**config.mk**
```make
export PLATFORM = sky130hd
export DESIGN_NAME = router_rr_sched_flat
export DESIGN_NICKNAME = d
export VERILOG_FILES = /design/src/rtl/router_rr_sched_if.sv /design/src/rtl/router_rr_sched.sv /design/src/flat_wrapper.sv
export SDC_FILE = /design/constraint.sdc
export NUM_CORES = 1
export LEC_CHECK = 0
export CAP_MARGIN = 20
export CORE_MARGIN = 2
export CORE_UTILIZATION = 35
export CTS_CLUSTER_SIZE = 16
export DETAILED_ROUTE_END_ITERATION = 10
export PLACE_DENSITY = 0.94
export SLEW_MARGIN = 20
export SYNTH_ARGS = -nofsm -noshare
export SYNTH_HDL_FRONTEND = slang
export SYNTH_SLANG_ARGS = --single-unit
export TNS_END_PERCENT = 20
```
**constraint.sdc**
```tcl
create_clock -name clk -period 4.2 [get_ports clk]
set_clock_uncertainty 0.1 [all_clocks]
set_input_delay 1.05 -clock clk [delete_from_list [all_inputs] [get_ports clk]]
set_output_delay 1.05 -clock clk [all_outputs]
set_load 0.01 [all_outputs]
```
**src/rtl/router_rr_sched_if.sv**
```systemverilog
// router_rr_sched_if
// Bundle between a router's round-robin scheduler and its four bus
// interfaces (input FIFO heads and output FIFO status).
//   pndng_i    : input terminal i has a packet at its FIFO head
//   Data_out_i : head packet of each input terminal (destination byte on top)
//   full_o     : output FIFO j is full
//   Trn        : granted terminal index (selects the interface that pops)
//   push_i     : one-cycle push of Data_in_i into the destination output FIFO
//   pop_i      : one-cycle pop of input terminal Trn
//   Data_in_i  : packet currently being transferred
//   drop_o     : one-cycle pulse when an invalid-destination packet is discarded
//   busy       : scheduler is in the middle of a transfer
// modport master : scheduler side; modport slave : router/FIFO side.
interface router_rr_sched_if #(
  parameter int pckg_sz = 40
);
  logic [3:0]         pndng_i;
  logic [pckg_sz-1:0] Data_out_i [4];
  logic [3:0]         full_o;
  logic [1:0]         Trn;
  logic               push_i;
  logic               pop_i;
  logic [pckg_sz-1:0] Data_in_i;
  logic               drop_o;
  logic               busy;

  modport master (
    input  pndng_i, Data_out_i, full_o,
    output Trn, push_i, pop_i, Data_in_i, drop_o, busy
  );

  modport slave (
    output pndng_i, Data_out_i, full_o,
    input  Trn, push_i, pop_i, Data_in_i, drop_o, busy
  );
endinterface

```
**src/rtl/router_rr_sched.sv**
```systemverilog
// router_rr_sched
// Round-robin scheduler sharing a router's single internal transfer path
// among its four input terminals. One pending input is granted at a time,
// its head packet is latched, pushed into the output FIFO named by the
// destination byte and then popped from the source input. Packets whose
// destination byte is above 3 are popped without a push and flagged on drop_o.
//
// Ports:
//   clk : clock, all state changes on the rising edge
//   rst : synchronous active-high reset
//   bus : router_rr_sched_if.master (pndng_i, Data_out_i, full_o in;
//         Trn, push_i, pop_i, Data_in_i, drop_o, busy out)
//
// Optional feature macro: ROUTER_SCHED_FULL_CHK_EN
//   defined   : CHK waits while the destination output FIFO reports full
//   undefined : full_o is ignored; CHK always lasts exactly one cycle
module router_rr_sched #(
  parameter int pckg_sz = 40,
  parameter int N_TERM  = 4
) (
  input  logic                clk,
  input  logic                rst,
  router_rr_sched_if.master   bus
);

  typedef enum logic [1:0] {
    IDLE = 2'd0,
    CHK  = 2'd1,
    PUSH = 2'd2,
    POP  = 2'd3
  } state_e;

  state_e             state_q, state_d;
  logic [1:0]         ptr_q, ptr_d;
  logic [1:0]         trn_q, trn_d;
  logic [pckg_sz-1:0] data_q, data_d;
  logic [7:0]         dest_q, dest_d;
  logic               drop_flag_q, drop_flag_d;
  logic               push_q, pop_q, drop_q, busy_q;

  logic               found_s;
  logic [1:0]         sel_s;
  logic               stall_s;

`ifdef ROUTER_SCHED_FULL_CHK_EN
  // Only the low two bits matter here: dest above 3 is handled before stall.
  assign stall_s = bus.full_o[dest_q[1:0]];
`else
  logic unused_full_s;
  assign unused_full_s = ^bus.full_o;
  assign stall_s       = 1'b0;
`endif

  // Rotating priority search: first pending terminal at or after ptr wins.
  always_comb begin
    found_s = 1'b0;
    sel_s   = ptr_q;
    for (int k = 0; k < N_TERM; k++) begin
      if (!found_s && bus.pndng_i[ptr_q + 2'(k)]) begin
        found_s = 1'b1;
        sel_s   = ptr_q + 2'(k);
      end else begin
        found_s = found_s;
      end
    end
  end

  // Next-state and datapath latch decisions.
  always_comb begin
    state_d     = state_q;
    ptr_d       = ptr_q;
    trn_d       = trn_q;
    data_d      = data_q;
    dest_d      = dest_q;
    drop_flag_d = drop_flag_q;
    case (state_q)
      IDLE: begin
        if (found_s) begin
          trn_d   = sel_s;
          data_d  = bus.Data_out_i[sel_s];
          dest_d  = bus.Data_out_i[sel_s][pckg_sz-1 -: 8];
          state_d = CHK;
        end else begin
          state_d = IDLE;
        end
      end
      CHK: begin
        if (dest_q > 8'd3) begin
          drop_flag_d = 1'b1;
          state_d     = POP;
        end else if (stall_s) begin
          state_d = CHK;
        end else begin
          state_d = PUSH;
        end
      end
      PUSH: begin
        state_d = POP;
      end
      POP: begin
        // Next search starts just past the terminal that was served.
        ptr_d       = trn_q + 2'd1;
        drop_flag_d = 1'b0;
        state_d     = IDLE;
      end
      default: begin
        state_d = IDLE;
      end
    endcase
  end

  // State, datapath and output registers; strobes are decoded from next state
  // so they are flops that line up with the state they belong to.
  always_ff @(posedge clk) begin
    if (rst) begin
      state_q     <= IDLE;
      ptr_q       <= 2'd0;
      trn_q       <= 2'd0;
      data_q      <= '0;
      dest_q      <= 8'd0;
      drop_flag_q <= 1'b0;
      push_q      <= 1'b0;
      pop_q       <= 1'b0;
      drop_q      <= 1'b0;
      busy_q      <= 1'b0;
    end else begin
      state_q     <= state_d;
      ptr_q       <= ptr_d;
      trn_q       <= trn_d;
      data_q      <= data_d;
      dest_q      <= dest_d;
      drop_flag_q <= drop_flag_d;
      push_q      <= (state_d == PUSH);
      pop_q       <= (state_d == POP);
      drop_q      <= (state_d == POP) && drop_flag_d;
      busy_q      <= (state_d != IDLE);
    end
  end

  assign bus.Trn       = trn_q;
  assign bus.Data_in_i = data_q;
  assign bus.push_i    = push_q;
  assign bus.pop_i     = pop_q;
  assign bus.drop_o    = drop_q;
  assign bus.busy      = busy_q;

endmodule

```
**src/flat_wrapper.sv**
```systemverilog
// flat-port wrapper written by rule: the top's interface ports become plain ports
module router_rr_sched_flat 
#(
  parameter int pckg_sz = 40,
  parameter int N_TERM  = 4
)
  (clk, rst, bus_pndng_i, bus_Data_out_i, bus_full_o, bus_Trn, bus_push_i, bus_pop_i, bus_Data_in_i, bus_drop_o, bus_busy);
  router_rr_sched_if #(.pckg_sz(pckg_sz)) bus_i ();
  input  logic clk;
  input  logic rst;
  input wire logic [$bits(bus_i.pndng_i)-1:0] bus_pndng_i;
  input wire logic [$bits(bus_i.Data_out_i)-1:0] bus_Data_out_i;
  input wire logic [$bits(bus_i.full_o)-1:0] bus_full_o;
  output wire logic [$bits(bus_i.Trn)-1:0] bus_Trn;
  output wire logic [$bits(bus_i.push_i)-1:0] bus_push_i;
  output wire logic [$bits(bus_i.pop_i)-1:0] bus_pop_i;
  output wire logic [$bits(bus_i.Data_in_i)-1:0] bus_Data_in_i;
  output wire logic [$bits(bus_i.drop_o)-1:0] bus_drop_o;
  output wire logic [$bits(bus_i.busy)-1:0] bus_busy;
  assign bus_i.pndng_i = bus_pndng_i;
  assign bus_i.Data_out_i = {>>{bus_Data_out_i}};
  assign bus_i.full_o = bus_full_o;
  assign bus_Trn = bus_i.Trn;
  assign bus_push_i = bus_i.push_i;
  assign bus_pop_i = bus_i.pop_i;
  assign bus_Data_in_i = bus_i.Data_in_i;
  assign bus_drop_o = bus_i.drop_o;
  assign bus_busy = bus_i.busy;
  router_rr_sched #(.pckg_sz(pckg_sz), .N_TERM(N_TERM)) u_core (.clk(clk), .rst(rst), .bus(bus_i));
endmodule
```
==> impl_metrics.toml, run 1 <==
[finish]
synthToLayoutAreaGrowth_pct = 84.3
layout.nets = 582
final_core_util_pct = 65.7
nFillCells = 583
drive_gt1_share_pct = 14.2

[hold_path]
hold_path.class = "reg -> reg"

[routing]
drt_iter0_markers = 86
wl_per_cell_microns = 18.5
vias = 2711
drt-pass1-iter-count = 6
wirelength_microns = 9490
drc_errors = 0
ant_nets = 0
vias_per_cell = 5.29

[sta]
rsz0062_at_grt = "false"
fin_hold_ws_ns = 0.387
min_period_ns = 3.27
worst_pin_slew_ns = 0.958
tns_ns = 0
clock.fmax_ghz = 0.306
finalHoldViolations = 0
post-route-period-util_pct = 77.9
slew_headroom_pct = 36.0
setup_viol = 0
slew_viol_final = 0

[floorplanning]
die_area_sq_um = 8510
rows = 32
core_area_sq_um = 7650
die_w_microns = 92.3
die_h_microns = 92.3
io_pins = 216
start_util_pct = 35.7

[worst_setup_path]
criticalPathCategory = "in -> reg"
critical_path_required_ns = 4.29
start_kind = "input port"
path_cells = "clkdlybuf4s50_1 -> and3b_1 -> or4_1 -> nand2_2 -> buf_4 -> mux4_2 -> a22o_1"
path_buf_inv = 2
cp_max_fo = 24
crit_arrival_ns = 3.37
crit_family = "buffers and inverters"
end_kind = "register"
slowest_stage = "clkdlybuf4s50_1"
slowest_delay_ns = 0.62

[global_route]
met3_usage_pct = 6.33
grt_busiest_layer = "met2"
grt_pass1_vias = 2965
grt_antenna_before_repair = 0
met1_usage_pct = 24.1
grt_overflow_total = 0
grt_pass1_wl_microns = 14700
grt_max_degree = 41
use_met2_pct = 41.7
track_usage_pct = 22.2

[power]
leakagePower_uw = 0.00187
power_uw = 2290
vdd_ir_drop_max_mv = 0.283
p_per_area_nw_per_um2 = 455

[logic_synthesis]
syn-num-nets = 376
yosys_warnings = 0
synth_cell_types = 29
syn_inst = 202
avgSynthCellArea_sq_um = 13.5
synth_seq_cells = 51
synth_edf_count = 0
synth_common_cells = "51 x dfxtp_1, 40 x a22o_1, 39 x mux4_2"
yosysSeqAreaShare_pct = 37.4
synthArstFlopShare_pct = 0
synthTopCellsByArea = "dfxtp_1 37%, mux4_2 32%, a22o_1 13%"
yosysMostFrequentCell = "dfxtp_1"
yosys.area.top_type = "dfxtp_1"
netlist_area_sq_um = 2730
synth_top_area_share_pct = 37.4
synth_top_flop_cell = "dfxtp_1"

[clock_network]
clockBufferDepth = 2
holdBufCountCts = 0
cts_resized = 0
cts-root-buf = "clkbuf_8"
h-tree-depth = 2
cts_inserted_buffers = 5
cts_tree = "done"
clk_pin_slew_ns = 0.09
cts_setup_buffers = 0
clock-sinks = 51
clk_latency_ns = 0.30

[placed_design]
place_congestion = 0.719
io_buffer_count = 211
hpwl_microns = 7560

[status]
status = "finished, final reports clean"

[flow_run]
drv_cap = 0
## routing by layer
layer,up-vias,routed length [microns]
li1,1235,-
met3,18,846
met2,171,5030
met4,0,197
met1,1287,3420
met5,-,0
## placed cells by master (no fill, tap or decap), types with 2 or more instances in the layout
cell type	count
buf_4	4
mux4_2	39
nor3_1	2
o21ai_0	3
a21oi_1	4
inv_1	5
ha_1	4
dfxtp_1	51
clkdlybuf4s50_1	211
clkbuf_8	6
a211oi_1	2
a22o_1	40
nor2b_1	3
nand2_1	4
nor2_1	10
or4_1	2
## flip-flops by register name (all words and copies together) (netlist names)
| signal | count |
|---|---|
| u_core.bus.push_i | 1 |
| u_core.dest_q | 8 |
| u_core.bus.Data_in_i | 32 |
| u_core.bus.drop_o | 1 |
| u_core.drop_flag_q | 1 |
| u_core.bus.pop_i | 1 |
| u_core.bus.busy | 1 |
| u_core.ptr_q | 2 |
| u_core.bus.Trn | 2 |
| u_core.state_q | 2 |
## path summary, 6_finish.rpt
check / from / end / slack [ns] / cells after the start
worst max-delay path: bus_pndng_i[3] / u_core.dest_q[5] / 0.93 / 7
worst min-delay path: u_core.bus.Data_in_i[11] / u_core.bus.Data_in_i[11] / 0.39 / 1
worst max register to register: u_core.ptr_q[1] / u_core.dest_q[5] / 1.87 / 6
worst min register to register: u_core.bus.Data_in_i[11] / u_core.bus.Data_in_i[11] / 0.39 / 1
## kinds of logic (layout without fill, tap and decap cells)
group	count (synthesis)	count (layout)	synth area share (%)
multiplexers	40	40	33.2
AO/OA/AOI/OAI	56	56	16.9
AND/OR/NAND/NOR	27	27	4.91
flip-flops	51	51	37.4
other	0	1	0
XOR/XNOR	1	1	0.321
buffers and inverters	23	230	5.37
adder cells (fa/ha/maj)	4	4	1.84
## per-stage QoR
step | instance area (sq um) | worst slack (ns) | instances
global route | 5020 | 0.846 | 511
floorplan | 2730 | 1.54 | 202
global placement | 4920 | 0.731 | 503
detailed placement | 4920 | 0.629 | 503
CTS | 5020 | 0.946 | 511
finish | 5020 | 0.928 | 512
## power breakdown
group / switching (uW) / internal, uW / total (uW)
clock network: 165 / 135 / 300
registers: 105 / 657 / 762
logic: 500 / 726 / 1230
total: 770 / 1520 / 2290
## layout make-up
type / instances / area (sq um) / area share [%]
sequential: 51 / 1020 / 20.3
tap: 102 / 128 / 2.54
timing repair buffer: 216 / 2160 / 43.0
clock buffer: 6 / 82.6 / 1.64
antenna: 1 / 2.50 / 0.0498
multi-input combinational: 128 / 1590 / 31.6
inverter: 6 / 22.5 / 0.448
clock inverter: 2 / 16.3 / 0.324
Power figures use the tool's default switching activity.
==> run 2, diff against run 1 <==
--- a/config.mk
+++ b/config.mk
@@ -7,10 +7,10 @@
 export LEC_CHECK = 0
 export CAP_MARGIN = 20
 export CORE_MARGIN = 2
-export CORE_UTILIZATION = 35
+export CORE_UTILIZATION = 33
 export CTS_CLUSTER_SIZE = 16
 export DETAILED_ROUTE_END_ITERATION = 10
-export PLACE_DENSITY = 0.94
+export PLACE_DENSITY = 0.89
 export SLEW_MARGIN = 20
 export SYNTH_ARGS = -nofsm -noshare
 export SYNTH_HDL_FRONTEND = slang
==> constraint.sdc (replaced) <==
create_clock -name clk -period 3.1 [get_ports clk]
set_clock_uncertainty 0.1 [all_clocks]
set_input_delay 0.775 -clock clk [delete_from_list [all_inputs] [get_ports clk]]
set_output_delay 0.775 -clock clk [all_outputs]
set_load 0.01 [all_outputs]
==> run 2 against run 1 <==
  * Non-clock buffer count rose by 4
  * Count of clock-buffer cells in the layout unchanged
  * Utilization shrank 2.5 points
  * Die area grew 5.8%
  * Sequential cell count unchanged
  * Cell area up 1.9%
  * Global-route usage down 2.1 points
  * Critical path type unchanged
  * Largest cell class unchanged
==> impl_metrics.toml, run 2 (synthesized netlist as in run 1, its figures left out) <==
[worst_setup_path]
start_kind = "input port"
cp_max_fo = 14
end_kind = "register"
criticalPathCategory = "in -> reg"
critical_path_required_ns = 3.20
crit_arrival_ns = 2.92

[routing]
vias_per_cell = 5.29
vias = 2742
wl_per_cell_microns = 18.2
drt-pass1-iter-count = 4
drt_iter0_markers = 77
ant_nets = 0
wirelength_microns = 9440
drc_errors = 0

[placed_design]
io_buffer_count = 211
hpwl_microns = 7770
dpl_worst_slack_ns = -0.0241
placedCellCount = 510
place_congestion = 0.747

[sta]
fin_hold_ws_ns = 0.387
clock.fmax_ghz = 0.355
slew_viol_final = 0
post-route-period-util_pct = 90.9
finalHoldViolations = 0
worst_pin_slew_ns = 1.00
slew_headroom_pct = 33.1
setup_viol = 0
fin_ws_ns = 0.281
min_period_ns = 2.82
rsz0062_at_grt = "false"

[finish]
largest_register_ffs = 32
regArea_sq_um = 1020
layout.nets = 586
nFillCells = 651
diodes = 0
synthToLayoutAreaGrowth_pct = 87.7
final_common_cell = "clkdlybuf4s50_1"
multiInputGateArea_sq_um = 1590
final_cells = 518
layout_common_cells = "211 x clkdlybuf4s50_1, 51 x dfxtp_1, 40 x a22o_1, 39 x mux4_2, 10 x nor2_1"
drive_gt1_share_pct = 15.0

[global_route]
grt_pass1_vias = 2834
grt_pass1_wl_microns = 13900
track_usage_pct = 20.1
grt_antenna_before_repair = 0
grt_overflow_total = 0
grt_max_degree = 41

[floorplanning]
rows = 33
start_util_pct = 33.7
die_w_microns = 94.9
io_pins = 216
die_h_microns = 94.9
core_area_sq_um = 8090
die_area_sq_um = 9010

[clock_network]
cts_inserted_buffers = 5
cts_resized = 0
cts-root-buf = "clkbuf_8"
h-tree-depth = 2
clk_latency_ns = 0.30
cts_setup_buffers = 0
clockBufferDepth = 2
clock-sinks = 51
clk_pin_slew_ns = 0.09
cts_tree = "done"
holdBufCountCts = 0

[flow_run]
drv_cap = 0

[power]
leakagePower_uw = 0.00191
p_per_area_nw_per_um2 = 614
vdd_ir_drop_max_mv = 0.371

[hold_path]
hold_path.class = "reg -> reg"

[status]
status = "finished, final reports clean"
==> run 2: area by class of cell <==
type,count,share of cell area (%)
multi-input cells,128,31.1
well taps,105,2.57
flip-flops and latches,51,20.0
clock buffers,6,1.61
inverters,6,0.440
repair buffers,220,44.1
clock inverters,2,0.318
==> run 2: worst max-delay path, stage by stage <==
cell,delay (ns)
clkdlybuf4s50_1,0.61
and3b_1,0.20
or4_1,0.44
nand2_2,0.18
buf_12,0.17
mux4_2,0.32
a22o_1,0.21
==> run 2: report_power, final <==
| part | switching, uW | internal [uW] | leakage, uW |
|---|---|---|---|
| Sequential | 142 | 890 | 0.000421 |
| Clock | 216 | 182 | 0.0000474 |
| Combinational | 680 | 1030 | 0.00144 |
| Total | 1040 | 2100 | 0.00191 |
==> run 2: stage by stage <==
step | TNS [ns] | util (%) | power [uW] | area [sq um]
after floorplan | 0 | - | 1900 | 2730
after global placement | 0 | 62.0 | 2720 | 5020
after detailed placement | -0.127 | 62.0 | 2770 | 5020
after CTS | 0 | 63.2 | 3180 | 5120
after global routing | 0 | 63.2 | 3340 | 5120
final | 0 | 63.2 | 3140 | 5120
==> run 2: worst paths after layout <==
kind | startpoint | end | slack (ns) | cells past startpoint
worst max register to register | u_core.ptr_q[0] | u_core.bus.Data_in_i[21] | 0.95 | 6
worst min-delay path | u_core.bus.Data_in_i[5] | u_core.bus.Data_in_i[5] | 0.39 | 1
worst min register to register | u_core.bus.Data_in_i[5] | u_core.bus.Data_in_i[5] | 0.39 | 1
worst max-delay path | bus_pndng_i[3] | u_core.bus.Data_in_i[21] | 0.28 | 7
==> run 2: per-layer routing <==
layer | vias to the layer above | GRT usage [%] | routed length (microns)
met5 | - | 0 | 0
met4 | 0 | 3.99 | 74
met3 | 6 | 6.46 | 949
met2 | 162 | 38.2 | 4950
met1 | 1330 | 21.8 | 3460
li1 | 1244 | - | -
